File: src/rtl/spram_access_ctrl.sv
`default_nettype none
// ============================================================================
// Module   : spram_access_ctrl
// Purpose  : Request sequencer in front of a single-port RAM wrapper. Turns a
//            valid/ready stream of reads and writes into one-cycle RAM
//            accesses, follows the RAM read latency with a tag pipeline and
//            returns read data in order through a first-word-fall-through
//            response FIFO. Read credits guarantee that every read issued
//            has a free FIFO slot when its data arrives.
// Ports    : clk, reset (synchronous, active-low)
//            req_*      - request stream (valid/ready, we, addr, wdata, byteen)
//            rsp_*      - read response stream (valid/ready, rdata)
//            ram_*      - registered RAM pin drive, ram_rdata from the RAM,
//                         ram_reset = ~reset (combinational)
//            init_done  - high once requests can be accepted
// Options  : SPRAM_CTRL_INIT_EN - when defined, clears the whole RAM (one
//            write per cycle, data 0, all byte enables) after every reset
//            before accepting requests.
// Revision : 1.0 - initial release
// ============================================================================
module spram_access_ctrl #(
    parameter int ADDR_WIDTH   = 10,
    parameter int DATA_WIDTH   = 16,
    parameter int BYTEEN_WIDTH = 2,
    parameter int OUTPUT_REG   = 0,
    parameter int RSP_DEPTH    = 4
) (
    input  logic                    clk,
    input  logic                    reset,
    // request stream
    input  logic                    req_valid,
    output logic                    req_ready,
    input  logic                    req_we,
    input  logic [ADDR_WIDTH-1:0]   req_addr,
    input  logic [DATA_WIDTH-1:0]   req_wdata,
    input  logic [BYTEEN_WIDTH-1:0] req_byteen,
    // response stream
    output logic                    rsp_valid,
    input  logic                    rsp_ready,
    output logic [DATA_WIDTH-1:0]   rsp_rdata,
    // RAM pins
    output logic [ADDR_WIDTH-1:0]   ram_addr,
    output logic                    ram_we,
    output logic                    ram_wclke,
    output logic [BYTEEN_WIDTH-1:0] ram_byteen,
    output logic [DATA_WIDTH-1:0]   ram_wdata,
    output logic                    ram_re,
    output logic                    ram_addren,
    output logic                    ram_reset,
    input  logic [DATA_WIDTH-1:0]   ram_rdata,
    // status
    output logic                    init_done
);

    // RAM read latency in cycles after the access cycle
    localparam int c_lat   = 1 + OUTPUT_REG;
    localparam int c_ptr_w = (RSP_DEPTH > 1) ? $clog2(RSP_DEPTH) : 1;
    localparam int c_cnt_w = c_ptr_w + 1;
    // tag pipeline holds at most 3 reads, so two extra bits cover the sum
    localparam int c_out_w = c_cnt_w + 2;
    localparam logic [c_out_w-1:0] c_depth = c_out_w'(RSP_DEPTH);

    typedef enum logic [0:0] {
        ST_RUN  = 1'b0,
        ST_INIT = 1'b1
    } state_t;

`ifdef SPRAM_CTRL_INIT_EN
    localparam state_t c_reset_state = ST_INIT;
    localparam logic [ADDR_WIDTH-1:0] c_addr_max = '1;
`else
    localparam state_t c_reset_state = ST_RUN;
`endif

    state_t                  r_state;
    state_t                  w_state_next;
    logic                    r_init_done;
`ifdef SPRAM_CTRL_INIT_EN
    logic [ADDR_WIDTH-1:0]   r_init_addr;
    logic                    w_init_issue;
`endif

    logic                    w_req_accept;
    logic                    w_rd_accept;
    logic                    w_rd_credit_ok;
    logic [c_lat:0]          r_tag;
    logic [c_out_w-1:0]      w_tag_cnt;
    logic [c_out_w-1:0]      w_outstanding;

    logic [DATA_WIDTH-1:0]   r_mem [RSP_DEPTH];
    logic [c_ptr_w-1:0]      r_wr_ptr;
    logic [c_ptr_w-1:0]      r_rd_ptr;
    logic [c_cnt_w-1:0]      r_count;
    logic                    w_push;
    logic                    w_pop;

    assign ram_reset    = ~reset;
    assign init_done    = r_init_done;
    assign w_req_accept = req_valid & req_ready;
    assign w_rd_accept  = w_req_accept & ~req_we;

    // ------------------------------------------------------------------------
    // Credits: every read between acceptance and FIFO pop owns one slot.
    // Only registered state is used, so a pop frees its credit one cycle late.
    // ------------------------------------------------------------------------
    always_comb begin
        w_tag_cnt = '0;
        for (int i = 0; i <= c_lat; i++) begin
            w_tag_cnt = w_tag_cnt + c_out_w'(r_tag[i]);
        end
        w_outstanding  = w_tag_cnt + {2'b00, r_count};
        w_rd_credit_ok = (w_outstanding < c_depth);
    end

    // ------------------------------------------------------------------------
    // Control FSM
    // ------------------------------------------------------------------------
    always_ff @(posedge clk) begin
        if (!reset) begin
            r_state     <= c_reset_state;
            r_init_done <= 1'b0;
        end else begin
            r_state     <= w_state_next;
            r_init_done <= (w_state_next == ST_RUN);
        end
    end

    always_comb begin
        w_state_next = r_state;
        req_ready    = 1'b0;
`ifdef SPRAM_CTRL_INIT_EN
        w_init_issue = 1'b0;
`endif
        case (r_state)
`ifdef SPRAM_CTRL_INIT_EN
            ST_INIT: begin
                w_init_issue = 1'b1;
                if (r_init_addr == c_addr_max) begin
                    w_state_next = ST_RUN;
                end
            end
`endif
            ST_RUN: begin
                // r_init_done masks the first cycle after reset release
                req_ready = r_init_done & (req_we | w_rd_credit_ok);
            end
            default: begin
                w_state_next = ST_RUN;
            end
        endcase
    end

`ifdef SPRAM_CTRL_INIT_EN
    always_ff @(posedge clk) begin
        if (!reset) begin
            r_init_addr <= '0;
        end else if (w_init_issue) begin
            r_init_addr <= r_init_addr + 1'b1;
        end
    end
`endif

    // ------------------------------------------------------------------------
    // Issue stage: RAM pins are driven for exactly one cycle per access.
    // Address and write data hold their last value between accesses.
    // ------------------------------------------------------------------------
    always_ff @(posedge clk) begin
        if (!reset) begin
            ram_addr   <= '0;
            ram_wdata  <= '0;
            ram_byteen <= '0;
            ram_we     <= 1'b0;
            ram_wclke  <= 1'b0;
            ram_re     <= 1'b0;
            ram_addren <= 1'b0;
        end else begin
            ram_byteen <= '0;
            ram_we     <= 1'b0;
            ram_wclke  <= 1'b0;
            ram_re     <= 1'b0;
            ram_addren <= 1'b0;
`ifdef SPRAM_CTRL_INIT_EN
            if (w_init_issue) begin
                ram_addr   <= r_init_addr;
                ram_wdata  <= '0;
                ram_byteen <= '1;
                ram_we     <= 1'b1;
                ram_wclke  <= 1'b1;
                ram_addren <= 1'b1;
            end else
`endif
            if (w_req_accept) begin
                ram_addr   <= req_addr;
                ram_addren <= 1'b1;
                if (req_we) begin
                    ram_we     <= 1'b1;
                    ram_wclke  <= 1'b1;
                    ram_byteen <= req_byteen;
                    ram_wdata  <= req_wdata;
                end else begin
                    ram_re     <= 1'b1;
                end
            end
        end
    end

    // ------------------------------------------------------------------------
    // Read tag pipeline: bit 0 marks the RAM access cycle, bit c_lat marks
    // the cycle in which ram_rdata carries that read's data.
    // ------------------------------------------------------------------------
    always_ff @(posedge clk) begin
        if (!reset) begin
            r_tag <= '0;
        end else begin
            r_tag <= {r_tag[c_lat-1:0], w_rd_accept};
        end
    end

    // ------------------------------------------------------------------------
    // Response FIFO (first-word-fall-through). Credits keep it from overflowing.
    // ------------------------------------------------------------------------
    assign w_push    = r_tag[c_lat];
    assign w_pop     = rsp_valid & rsp_ready;
    assign rsp_valid = (r_count != '0);
    assign rsp_rdata = r_mem[r_rd_ptr];

    always_ff @(posedge clk) begin
        if (w_push) begin
            r_mem[r_wr_ptr] <= ram_rdata;
        end
    end

    always_ff @(posedge clk) begin
        if (!reset) begin
            r_wr_ptr <= '0;
            r_rd_ptr <= '0;
            r_count  <= '0;
        end else begin
            if (w_push) begin
                r_wr_ptr <= r_wr_ptr + 1'b1;
            end
            if (w_pop) begin
                r_rd_ptr <= r_rd_ptr + 1'b1;
            end
            case ({w_push, w_pop})
                2'b10:   r_count <= r_count + 1'b1;
                2'b01:   r_count <= r_count - 1'b1;
                default: r_count <= r_count;
            endcase
        end
    end

endmodule
`default_nettype wire

File: config.mk
export PLATFORM = sky130hd
export DESIGN_NAME = spram_access_ctrl
export DESIGN_NICKNAME = d
export VERILOG_FILES = /design/src/rtl/spram_access_ctrl.sv
export SDC_FILE = /design/constraint.sdc
export NUM_CORES = 1
export LEC_CHECK = 0
export ABC_CLOCK_PERIOD_IN_PS = 2100
export CAP_MARGIN = 20
export CORE_ASPECT_RATIO = 0.8
export CORE_MARGIN = 5
export CORE_UTILIZATION = 45
export DETAILED_ROUTE_END_ITERATION = 10
export GPL_ROUTABILITY_DRIVEN = 0
export GPL_TIMING_DRIVEN = 0
export PLACE_DENSITY_LB_ADDON = 0.2
export SKIP_LAST_GASP = 1
export SYNTH_ARGS = -nofsm -noshare
export SYNTH_HDL_FRONTEND = slang
export SYNTH_SLANG_ARGS = --single-unit
File: constraint.sdc
create_clock -name clk -period 2.1 [get_ports clk]
set_input_delay 0.315 -clock clk [delete_from_list [all_inputs] [get_ports clk]]
set_output_delay 0.315 -clock clk [all_outputs]
set_load 0.02 [all_outputs]
==> parameters.txt <==
Parameter                              Value

Global route
  Pin count of the biggest net entering global routing    20
  Global-route wire length before repair    12,370 um
  Overflow left after global routing    0
  Antenna violations before repair    0
  Number of global-route vias before repair    2,457
  All-layer global routing usage    15.12%

Timing
  Total count of hold-check failures in the final report    0
  Slew Limit Headroom    40.91%
  Maximum frequency from static timing analysis    0.4991 GHz
  Fin Clk Skew    0.01598 ns
  Setup TNS    0 ns
  Minimum period implied by the final worst setup slack    2.004 ns
  Final-report setup violation count    0
  RSZ-0062 raised after global routing    false
  Max-slew violations    0
  Transition time at the pin with the least slew margin    0.8863 ns
  Ratio of final minimum period to clock period    95.42%

Clock network
  Clk root buf    sky130_fd_sc_hd__clkbuf_8
  Maximum number of buffers from clock root to sink    2
  Clock transition time at the flip-flop clock pins of the worst setup and hold paths    0.10 ns
  Clk_lat worst skew    0.36 ns
  Clock tree from TritonCTS    built
  Inserted Clock Buffers    9
  Clock Sinks    107
  H-tree Lvls    3
  CTS Hold Bufs    0

Logic synthesis
  Number of flip-flops and latches in the synthesized netlist    107
  Cell taking the most area after synthesis    sky130_fd_sc_hd__edfxtp_1
  Count of unique library cells instantiated by Yosys    28
  Sequential cell area fraction in the yosys report    69.74%
  Post-synth EDFFs    64
  Area share of the largest cell type after synthesis    48.17%
  Largest cells by area after synthesis    sky130_fd_sc_hd__edfxtp_1 (48%), sky130_fd_sc_hd__dfxtp_1 (22%), sky130_fd_sc_hd__mux4_2 (9.0%), sky130_fd_sc_hd__nand2_1 (5.0%), sky130_fd_sc_hd__mux2i_1 (2.8%)
  Total of warnings raised by yosys    0
  Leading register cell type out of synthesis    sky130_fd_sc_hd__edfxtp_1
  Synthesized Nets    324
  Synth Cell Area    3990 um2
  Mean cell area of the mapped netlist    14.89 um2
  Gate Count Post-Synth    268
  Async set-reset flop share out of synthesis    0%

Floorplan
  Initial cell density of the core    46.62%
  Total number of placement rows    30
  Die Y    94.22 um
  Area of the core region    8558 um2
  Total I/O pin count    101
  Width of the die    115.3 um
  Overall die area    10,860 um2

Placement
  Cell total after placement    480
  Total half-perimeter wirelength after legalization and detailed placement    5552 um
  Quantity of I/O buffers inserted on ports    100

Drt
  Residual DRC    0
  Detail Route Antenna Nets    0
  Routed vias    2,419
  TritonRoute pass-1 iters    3
  Final routed wire length divided by cell count    15.80 um
  Number of design-rule violations left by the first detailed-router iteration    77
  Routed vias/inst    4.877
  Routed wire length    7839 um

Finish
  Fraction of final layout cells with drive strength greater than 1    15.89%
  Ant diodes    0
  Most frequent standard cell in the layout excluding fill and tap cells    sky130_fd_sc_hd__clkdlybuf4s50_1
  Nets    435
  Highest-count cells in the layout ignoring fill and taps    sky130_fd_sc_hd__clkdlybuf4s50_1 (82), sky130_fd_sc_hd__edfxtp_1 (64), sky130_fd_sc_hd__nand2_1 (53), sky130_fd_sc_hd__dfxtp_1 (42), sky130_fd_sc_hd__a21oi_1 (18)
  Post-synthesis to final-layout area growth    33.33%
  Post-layout instance count excluding filler cells    496

Critical path
  Peak fanout along the critical path    7
  Launching point of the worst reg2reg path    r_count[2]
  Arrival time of the worst setup path    1.69 ns
  R2r worst-path depth    7
  Required time reported for the critical path endpoint    1.78 ns
  CP Class    flip-flop to output port
  Kind of capture point of the worst setup path    output port
  Type of origin of the critical path    flip-flop
  Setup slack of the worst register-to-register path    0.14 ns
  Worst reg2reg endpoint    r_count[2]

Worst hold path
  Launch instance of the worst min-delay path    ram_wdata[6]
  Number of stages on the worst hold path    2
  Worst hold path endpoint    ram_wdata[6]
  Path category of the worst min-delay check    flip-flop to flip-flop

Power and ir drop
  Static Leak    1.874 nW
  Maximum ir drop on the vdd rail    0.4752 mV
  PwrDens    737.9 nW/um2

Run
  Number of violations of the max-capacitance limit    0

Run status
  Status    finished clean
[where the power goes]
part,switching (mW),internal [mW]
clock,0.712,0.573
sequential,0.0190,2.25
combinational,0.171,0.200
total,0.901,3.02
[metal layers]
| metal | global-route usage [%] | wire length, um |
|---|---|---|
| met3 | 9.144 | 933 |
| met5 | 0 | 0 |
| met1 | 18.88 | 3365 |
| met4 | 4.106 | 55 |
| met2 | 22.16 | 3484 |
[worst max-delay path by stage]
stage / to / slack, ns / cells after the start
after detailed placement: ram_reset / -0.58 / 5
final: rsp_rdata[6] / 0.1 / 3
after floorplan: r_count[2] / 0.32 / 7
after CTS: ram_reset / -0.11 / 4
after global routing: rsp_rdata[2] / 0.001 / 4
after global placement: ram_reset / -0.60 / 5
[metrics by stage]
| step | power (mW) | worst slack, ns | hold WS [ns] | cell area (um2) | utilization (%) |
|---|---|---|---|---|---|
| 2_1_floorplan | 2.484 | 0.3183 | 0.3427 | 3990 | - |
| 3_3_place_gp | 2.690 | -0.6038 | 0.4409 | 5131 | 59.96 |
| 3_5_place_dp | 2.697 | -0.5786 | 0.4479 | 5131 | 59.96 |
| 4_1_cts | 3.974 | -0.1074 | 0.4622 | 5316 | 62.12 |
| 5_1_grt | 4.093 | 0.001180 | 0.4673 | 5320 | 62.16 |
| 6_report | 3.926 | 0.09628 | 0.4570 | 5320 | 62.16 |
[repair_timing]
action	in CTS	in global routing
endpoints found under the setup margin	18	2
resized for setup	58	2
setup buffers	1	1
pin swaps	1	1
[worst max-delay path, cell delays in order, from the launching register on]
cell and delay, ns:
sky130_fd_sc_hd__dfxtp_1 0.33, sky130_fd_sc_hd__buf_6 0.15, sky130_fd_sc_hd__mux4_2 0.52, sky130_fd_sc_hd__dlygate4sd2_1 0.34
[state kept, by name, summed over array words and instances, names as in the netlist, named ones only]
register,flops
r_mem,64
ram_wdata,16
ram_addr,10
r_count,3
r_rd_ptr,2
r_tag,2
r_wr_ptr,2
ram_byteen,2
init_done,1
ram_addren,1
ram_re,1
ram_wclke,1
[synthesized netlist by cell type, types with 3 or more instances]
cell type,number
sky130_fd_sc_hd__clkbuf_1,5
sky130_fd_sc_hd__inv_1,7
sky130_fd_sc_hd__buf_4,3
sky130_fd_sc_hd__dfxtp_1,43
sky130_fd_sc_hd__mux4_2,16
sky130_fd_sc_hd__and3_1,3
sky130_fd_sc_hd__edfxtp_1,64
sky130_fd_sc_hd__mux2i_1,11
sky130_fd_sc_hd__ha_1,6
sky130_fd_sc_hd__a21oi_1,18
sky130_fd_sc_hd__nand2_1,53
sky130_fd_sc_hd__xor2_1,3
sky130_fd_sc_hd__nor2_1,10
sky130_fd_sc_hd__and2_1,5
sky130_fd_sc_hd__buf_2,4
[final cells by class]
cell class | count | area (um2)
Clock buffer | 9 | 123.9
Fill cell | 686 | 3238
Inverter | 7 | 30.03
Timing Repair Buffer | 102 | 955.9
Sequential cell | 107 | 2784
Clock inverter | 7 | 83.83
Multi-Input combinational cell | 139 | 1101
Buffer | 13 | 101.3
Tap cell | 112 | 140.1
[logic make-up after synthesis]
| kind of cell | count (synthesis) | synth area share [%] |
|---|---|---|
| and+or+nand+nor | 76 | 8.122 |
| adders and majority gates | 7 | 2.383 |
| xor gates and xnor gates | 5 | 1.098 |
| buffers and inverters | 22 | 2.854 |
| muxes | 27 | 11.79 |
| AOI/OAI and AO/OA | 24 | 4.014 |
| DFF | 107 | 69.74 |
Power figures use the tool's default switching activity.
